$ cat src/rtl/msx_config_parser_pkg.sv
// Shared MSX type package: configuration record field encodings, block-table
// entry layout, BIOS configuration word and the parser state encoding.
package MSX;

    typedef enum logic [3:0] {
        CONFIG_NONE          = 4'd0,
        CONFIG_FDC           = 4'd1,
        CONFIG_SLOT_A        = 4'd2,
        CONFIG_SLOT_B        = 4'd3,
        CONFIG_SLOT_INTERNAL = 4'd4,
        CONFIG_KBD_LAYOUT    = 4'd5,
        CONFIG_CONFIG        = 4'd6
    } config_typ_t;

    typedef enum logic [7:0] {
        ROM_NONE = 8'd0,
        ROM_ROM  = 8'd1,
        ROM_RAM  = 8'd2,
        ROM_FDC  = 8'd3
    } data_ID_t;

    typedef enum logic [3:0] {
        DEVICE_NONE = 4'd0,
        DEVICE_FDC  = 4'd1,
        DEVICE_SCC  = 4'd2,
        DEVICE_OPL  = 4'd3
    } device_typ_t;

    typedef enum logic [4:0] {
        MAPPER_UNUSED     = 5'd0,
        MAPPER_OFFSET     = 5'd1,
        MAPPER_RAM        = 5'd2,
        MAPPER_ASCII8     = 5'd3,
        MAPPER_ASCII16    = 5'd4,
        MAPPER_KONAMI     = 5'd5,
        MAPPER_KONAMI_SCC = 5'd6
    } mapper_typ_t;

    typedef struct packed {
        logic [3:0]  ref_ram;
        logic [1:0]  offset_ram;
        mapper_typ_t mapper;
        device_typ_t device;
        logic        cart_num;
    } block_t;

    typedef struct packed {
        logic [3:0] slot_expander_en;
        logic       MSX_typ;
        logic [7:0] ram_size;
    } bios_config_t;

    // Two-bit page mode field encodings (byte 6 of a record).
    localparam logic [1:0] PAGE_UNMAPPED = 2'b00;
    localparam logic [1:0] PAGE_MIRROR   = 2'b01;
    localparam logic [1:0] PAGE_MAPPED   = 2'b10;
    localparam logic [1:0] PAGE_RESERVED = 2'b11;

    typedef enum logic [2:0] {
        ST_IDLE,
        ST_CLEAR,
        ST_RECV,
        ST_DECODE,
        ST_WRITE,
        ST_DONE,
        ST_ERROR
    } parser_state_t;

endpackage

$ cat src/rtl/msx_config_parser.sv
// MSX configuration stream parser.
// Clears the 64-entry block table, then consumes 12-byte config records and
// turns each slot/FDC record into up to four block-table writes, while
// accumulating the BIOS configuration word.
// Ports:
//   clk, reset_n      clock, asynchronous active-low reset
//   start             one-cycle pulse, (re)starts a parse from CLEAR
//   cfg_valid/ready   byte handshake, cfg_data is the record byte stream
//   blk_we/addr/data  block-table write port, addr = {slot, subslot, page}
//   bios_cfg          accumulated BIOS configuration
//   done, error       parse status, held until the next start
module msx_config_parser
    import MSX::*;
(
    input  logic         clk,
    input  logic         reset_n,
    input  logic         start,
    input  logic         cfg_valid,
    input  logic [7:0]   cfg_data,
    output logic         cfg_ready,
    output logic         blk_we,
    output logic [5:0]   blk_addr,
    output block_t       blk_data,
    output bios_config_t bios_cfg,
    output logic         done,
    output logic         error
);

    parser_state_t state, next_state;
    logic [5:0] cnt;        // CLEAR address, then WRITE page in [1:0]
    logic [3:0] byte_idx;
    logic [3:0] ref_cnt;
    logic [7:0] rec [8];    // bytes 8..11 are never stored

    logic [3:0] typ;
    logic [1:0] slot, subslot, page, page_mode, page_offset;
    logic       table_typ, bad_typ, reserved_mode, new_ref, ref_ovf, accept;
    logic       unused_bits;

    function automatic logic [7:0] sat_add_ram(input logic [7:0] acc, input logic [15:0] blocks);
        logic [16:0] sum;
        sum = {9'd0, acc} + {1'b0, blocks};
        return (sum > 17'd255) ? 8'hFF : sum[7:0];
    endfunction

    assign typ         = rec[0][7:4];
    assign slot        = rec[0][3:2];
    assign subslot     = rec[0][1:0];
    assign page        = cnt[1:0];
    assign page_mode   = rec[6][{page, 1'b0} +: 2];
    assign page_offset = rec[7][{page, 1'b0} +: 2];
    assign unused_bits = ^{rec[4][7:4], rec[5][7:5]};

    assign table_typ = (typ == CONFIG_FDC) || (typ == CONFIG_SLOT_A) ||
                       (typ == CONFIG_SLOT_B) || (typ == CONFIG_SLOT_INTERNAL);
    assign bad_typ   = (typ == CONFIG_NONE) || (typ > CONFIG_CONFIG);
    assign reserved_mode = (rec[6][1:0] == PAGE_RESERVED) || (rec[6][3:2] == PAGE_RESERVED) ||
                           (rec[6][5:4] == PAGE_RESERVED) || (rec[6][7:6] == PAGE_RESERVED);
    // The reference counter only tracks table records; other record types
    // carry unrelated data in byte 1.
    assign new_ref = (rec[1] != ROM_NONE);
    assign ref_ovf = new_ref && (ref_cnt == 4'hF);
    assign accept  = (state == ST_DECODE) && (next_state == ST_WRITE);

    always_comb begin
        next_state = state;
        cfg_ready  = 1'b0;
        blk_we     = 1'b0;
        blk_addr   = '0;
        blk_data   = '0;
        done       = 1'b0;
        error      = 1'b0;
        case (state)
            ST_IDLE: ;
            ST_CLEAR: begin
                blk_we   = 1'b1;
                blk_addr = cnt;
                if (cnt == 6'd63) next_state = ST_RECV;
            end
            ST_RECV: begin
                cfg_ready = 1'b1;
                if (cfg_valid && byte_idx == 4'd11) next_state = ST_DECODE;
            end
            ST_DECODE: begin
                if (bad_typ)                      next_state = ST_ERROR;
                else if (typ == CONFIG_CONFIG)    next_state = ST_DONE;
                else if (!table_typ)              next_state = ST_RECV;
                else if (reserved_mode || ref_ovf) next_state = ST_ERROR;
                else                              next_state = ST_WRITE;
            end
            ST_WRITE: begin
                blk_we              = (page_mode == PAGE_MAPPED) || (page_mode == PAGE_MIRROR);
                blk_addr            = {slot, subslot, page};
                blk_data.ref_ram    = ref_cnt;
                blk_data.offset_ram = page_offset;
                blk_data.mapper     = mapper_typ_t'(rec[5][4:0]);
                blk_data.device     = device_typ_t'(rec[4][3:0]);
                blk_data.cart_num   = (typ == CONFIG_SLOT_B);
                if (page == 2'd3) next_state = ST_RECV;
            end
            ST_DONE:  done  = 1'b1;
            ST_ERROR: error = 1'b1;
            default:  next_state = ST_IDLE;
        endcase
        if (start) next_state = ST_CLEAR;
    end

    always_ff @(posedge clk or negedge reset_n) begin
        if (!reset_n) begin
            state    <= ST_IDLE;
            cnt      <= '0;
            byte_idx <= '0;
            ref_cnt  <= '0;
            bios_cfg <= '0;
        end else begin
            state <= next_state;
            if (start) begin
                cnt      <= '0;
                byte_idx <= '0;
                ref_cnt  <= '0;
                bios_cfg <= '0;
            end else begin
                case (state)
                    ST_CLEAR: cnt <= cnt + 6'd1;
                    ST_RECV: begin
                        if (cfg_valid) byte_idx <= (byte_idx == 4'd11) ? 4'd0 : byte_idx + 4'd1;
                    end
                    ST_DECODE: begin
                        if (accept) begin
                            cnt <= '0;
                            if (new_ref) ref_cnt <= ref_cnt + 4'd1;
                            if (subslot != 2'd0) bios_cfg.slot_expander_en[slot] <= 1'b1;
                            if (rec[1] == ROM_RAM)
                                bios_cfg.ram_size <= sat_add_ram(bios_cfg.ram_size, {rec[2], rec[3]});
                        end
                        if (next_state == ST_DONE) bios_cfg.MSX_typ <= rec[1][0];
                    end
                    ST_WRITE: cnt <= cnt + 6'd1;
                    default: ;
                endcase
            end
        end
    end

    // Record bytes are payload only; they are always rewritten before use.
    always_ff @(posedge clk) begin
        if (state == ST_RECV && cfg_valid && !byte_idx[3])
            rec[byte_idx[2:0]] <= cfg_data;
    end

endmodule

$ cat config.mk
export PLATFORM = sky130hd
export DESIGN_NAME = msx_config_parser
export DESIGN_NICKNAME = d
export VERILOG_FILES = /design/src/rtl/msx_config_parser_pkg.sv /design/src/rtl/msx_config_parser.sv
export SDC_FILE = /design/constraint.sdc
export NUM_CORES = 1
export LEC_CHECK = 0
export CORE_AREA = 3 3 84 102
export CTS_CLUSTER_SIZE = 8
export DETAILED_ROUTE_END_ITERATION = 12
export DIE_AREA = 0 0 87 105
export HOLD_SLACK_MARGIN = 0.15
export PLACE_DENSITY = 0.78
export SLEW_MARGIN = 20
export SYNTH_ARGS = -nofsm -noshare
export SYNTH_HDL_FRONTEND = slang
export SYNTH_SLANG_ARGS = --single-unit
$ cat constraint.sdc
create_clock -name clk -period 3.8 [get_ports clk]
set_clock_uncertainty 0.2 [all_clocks]
set_input_delay 0.76 -clock clk [delete_from_list [all_inputs] [get_ports clk]]
set_output_delay 0.76 -clock clk [all_outputs]
set_load 0.01 [all_outputs]
==> out/results.tsv <==
stage	metric	value	unit
timing	setup_violations	0	
synthesis	syn_area	0.004228	mm^2
timing	timing.final.crit_share	90.04	%
synthesis	synth_edf_count	57	
setup_path	crit_slowest_cell	dfrtp_1	
drt	vias	2963	
setup_path	r2r-start	cnt[1]$_DFFE_PN0P_	
drt	drc	0	
clock_network	clk-insertion-delay-late	0.36	ns
layout	drive_above_1_share	9.606	%
placed_design	io_buffers	50	
setup_path	cp_num_cells	5	
hold_path	whs_path_depth	1	
synthesis	seq_area_frac_synth	58.24	%
drt	met3WireLength	467	um
setup_path	path_cells	inv_1, nor2_1, buf_4, and3_1, clkdlybuf4s50_1	
power	vdd_drop_max	0.2185	mV
setup_path	crit_path_max_fanout	13	
drt	drt-met1-wl	3.825	mm
layout	syn2layout_area_growth	18.91	%
clock_network	cts.sinks	87	
synthesis	ys_ff_latch	87	
layout	finalNonFillerCells	498	
timing	setup_tns	0	ns
timing	layout_min_cycle_time	3.422	ns
setup_path	r2r-end	bios_cfg[11]$_DFFE_PN0P_	
drt	vias_per_cell	5.950	
drt	postRouteWirelength	8.902	mm
placed_design	dp_hpwl	6.445	mm
clock_network	cts_made_buffers	9	
layout	final_cell_mix	57 x edfxtp_1, 50 x clkdlybuf4s50_1, 36 x nor2_1	
global_routing	grtUsageTotal	20.94	%
setup_path	worstSetupStartpoint	state[2]$_DFF_PN0_	
setup_path	critPathRequiredTime	2.84	ns
clock_network	cts_tree	built	
global_routing	grt_antenna_before_repair	0	
drt	dr_wl_met2	4.492	mm
layout	n_antenna_cell	0	
clock_network	clock_path_buffers	2	
drt	drtPass1Iterations	4	
clock_network	postCtsSetupRepairBufs	0	
die	fp.dieArea	0.009135	mm^2
timing	rsz0062_at_grt	false	
outcome	status	complete, no violations	
setup_path	cp-end-kind	primary output	
die	die_y	105	um
synthesis	postSynthAreaPerCell	12.25	um^2
setup_path	setup.worst_path.end	blk_data[4]	
clock_network	postCtsHoldBufs	0	
hold_path	hold_path_class	register to register	
drt	wire_per_inst	17.88	um
setup_path	r2r_cells	8	
synthesis	yosys_warnings	0	
layout	final_common_cell	edfxtp_1	
power	p_leak	0.001920	uW
timing	slew_violations	0	
synthesis	yosys.cell_types.count	59	
setup_path	path_delay_family	buffers and inverters	
timing	hold_viol_final	0	
die	io-pin-count	51	
setup_path	crit_type	register to primary output	
drt	routed.top_layer	met4	
die	row_count	35	
power	power-per-cell-area	335.0	mW/mm^2
synthesis	ys_dominant_reg_cell	edfxtp_1	
layout	final_area	0.005027	mm^2
clock_network	path_clk_slew	0.10	ns
layout	nets	425	
die	fp.coreArea	0.007664	mm^2
drt	drtAntennaViolNets	0	
timing	relSlewSlack	53.14	%
placed_design	placed_cell_area	0.004846	mm^2
setup_path	crit_arrival	2.46	ns
clock_network	post_cts_resized	0	
setup_path	worstSetupStartpointType	register	
synthesis	synthArstFlopShare	34.48	%
clock_network	clockRootBuffer	clkbuf_8	
drt	first_iter_violations	199	
die	die_x	87	um
layout	post-route-util	65.60	%
flow_run	max-cap-violations	0	
global_routing	grt_pass1_vias	2950	
global_routing	grt_pass1_wl	14.65	mm
die	initial_core_util	55.17	%
global_routing	grt_max_degree	31	
setup_path	ff2ff_setup_slack	0.69	ns
setup_path	max_stage_delay	0.53	ns
timing	max_freq	292.3	MHz
setup_path	crit_buf_inv	3	
placed_design	placed_cells	482	
synthesis	syn-num-nets	369	
clock_network	htree_levels	3	
global_routing	gr-total-overflow	0	
placed_design	place_congestion	0.9128	
timing	worst_pin_slew	0.7003	ns
synthesis	netlist_instances	345	
==> per-stage QoR <==
step	total power [uW]	setup slack (ns)	hold WS, ns
after global placement	1113	0.7621	0.2735
after floorplan	1064	0.8847	0.2643
after detailed placement	1115	0.6941	0.2765
after global routing	1747	0.2408	0.3156
final	1684	0.3785	0.2894
after CTS	1703	0.3658	0.2969
==> area by class of cell <==
class	count	area [um^2]
Clock inverter	6	43.79
Clock buffer	10	137.6
Sequential cell	87	2462
Fill cell	577	2636
Tap cell	92	115.1
Timing Repair Buffer	57	553.0
Inverter	13	48.80
Multi-Input combinational cell	233	1667
==> synthesized netlist by cell type (all sizes together), types with 4 or more instances <==
| cell type | count | area, um^2 |
|---|---|---|
| edfxtp | 57 | 1712 |
| nor2 | 36 | 135.1 |
| dfrtp | 30 | 750.7 |
| a21oi | 19 | 95.09 |
| and3 | 19 | 123.9 |
| inv | 13 | 48.80 |
| nand2 | 13 | 48.80 |
| ha | 11 | 137.6 |
| nor3 | 11 | 65.06 |
| o21ai | 10 | 50.05 |
| nand2b | 9 | 56.30 |
| xnor2 | 9 | 78.83 |
| clkbuf | 8 | 30.03 |
| o21ba | 7 | 70.07 |
| a22oi | 6 | 45.04 |
| nand3 | 6 | 30.03 |
| or3 | 6 | 42.54 |
| xor2 | 6 | 52.55 |
| nand4 | 5 | 46.29 |
| nor4 | 5 | 37.53 |
| buf | 4 | 20.02 |
| mux2i | 4 | 40.04 |
| nor2b | 4 | 25.02 |
==> logic make-up (layout without fill, tap and decap cells) <==
logic type               count (synthesis)  count (layout)  share of synthesized area (%)
AND/OR/NAND/NOR                        127             127                          16.99
flip-flops                              87              87                          58.24
AO/OA/AOI/OAI                           69              69                          12.25
buffers and inverters                   25              86                          2.338
XOR/XNOR                                15              15                          3.108
adder cells (fa/ha/maj)                 12              12                          3.729
multiplexers                            10              10                          3.344
==> report_power, final <==
part           total [uW]  leakage (uW)  internal [uW]  switching (uW)
logic                71.3      0.000904           32.8            38.6
registers            1020      0.000923           1010            7.79
clock network         591     0.0000930            259             333
==> metal layers <==
metal  track usage [%]  up-vias
met3             5.284       10
met2             33.93       89
li1                  -     1414
met4             6.682        0
met5                 0        -
met1             27.35     1450
==> flip-flops by register name, indices dropped and copies added (netlist names) <==
name	flops
cnt	6
byte_idx	4
ref_cnt	4
rec	57
bios_cfg	13
state	3
==> worst min path at each step <==
stage	to	slack (ns)	from
floorplan	bios_cfg[0]$_DFFE_PN0P_	0.26	reset_n
global placement	bios_cfg[10]$_DFFE_PN0P_	0.27	bios_cfg[10]$_DFFE_PN0P_
detailed placement	bios_cfg[9]$_DFFE_PN0P_	0.28	bios_cfg[9]$_DFFE_PN0P_
CTS	bios_cfg[9]$_DFFE_PN0P_	0.30	bios_cfg[9]$_DFFE_PN0P_
global route	bios_cfg[11]$_DFFE_PN0P_	0.32	bios_cfg[11]$_DFFE_PN0P_
finish	bios_cfg[9]$_DFFE_PN0P_	0.29	bios_cfg[9]$_DFFE_PN0P_
No activity file was read; power rests on OpenSTA's default activity.
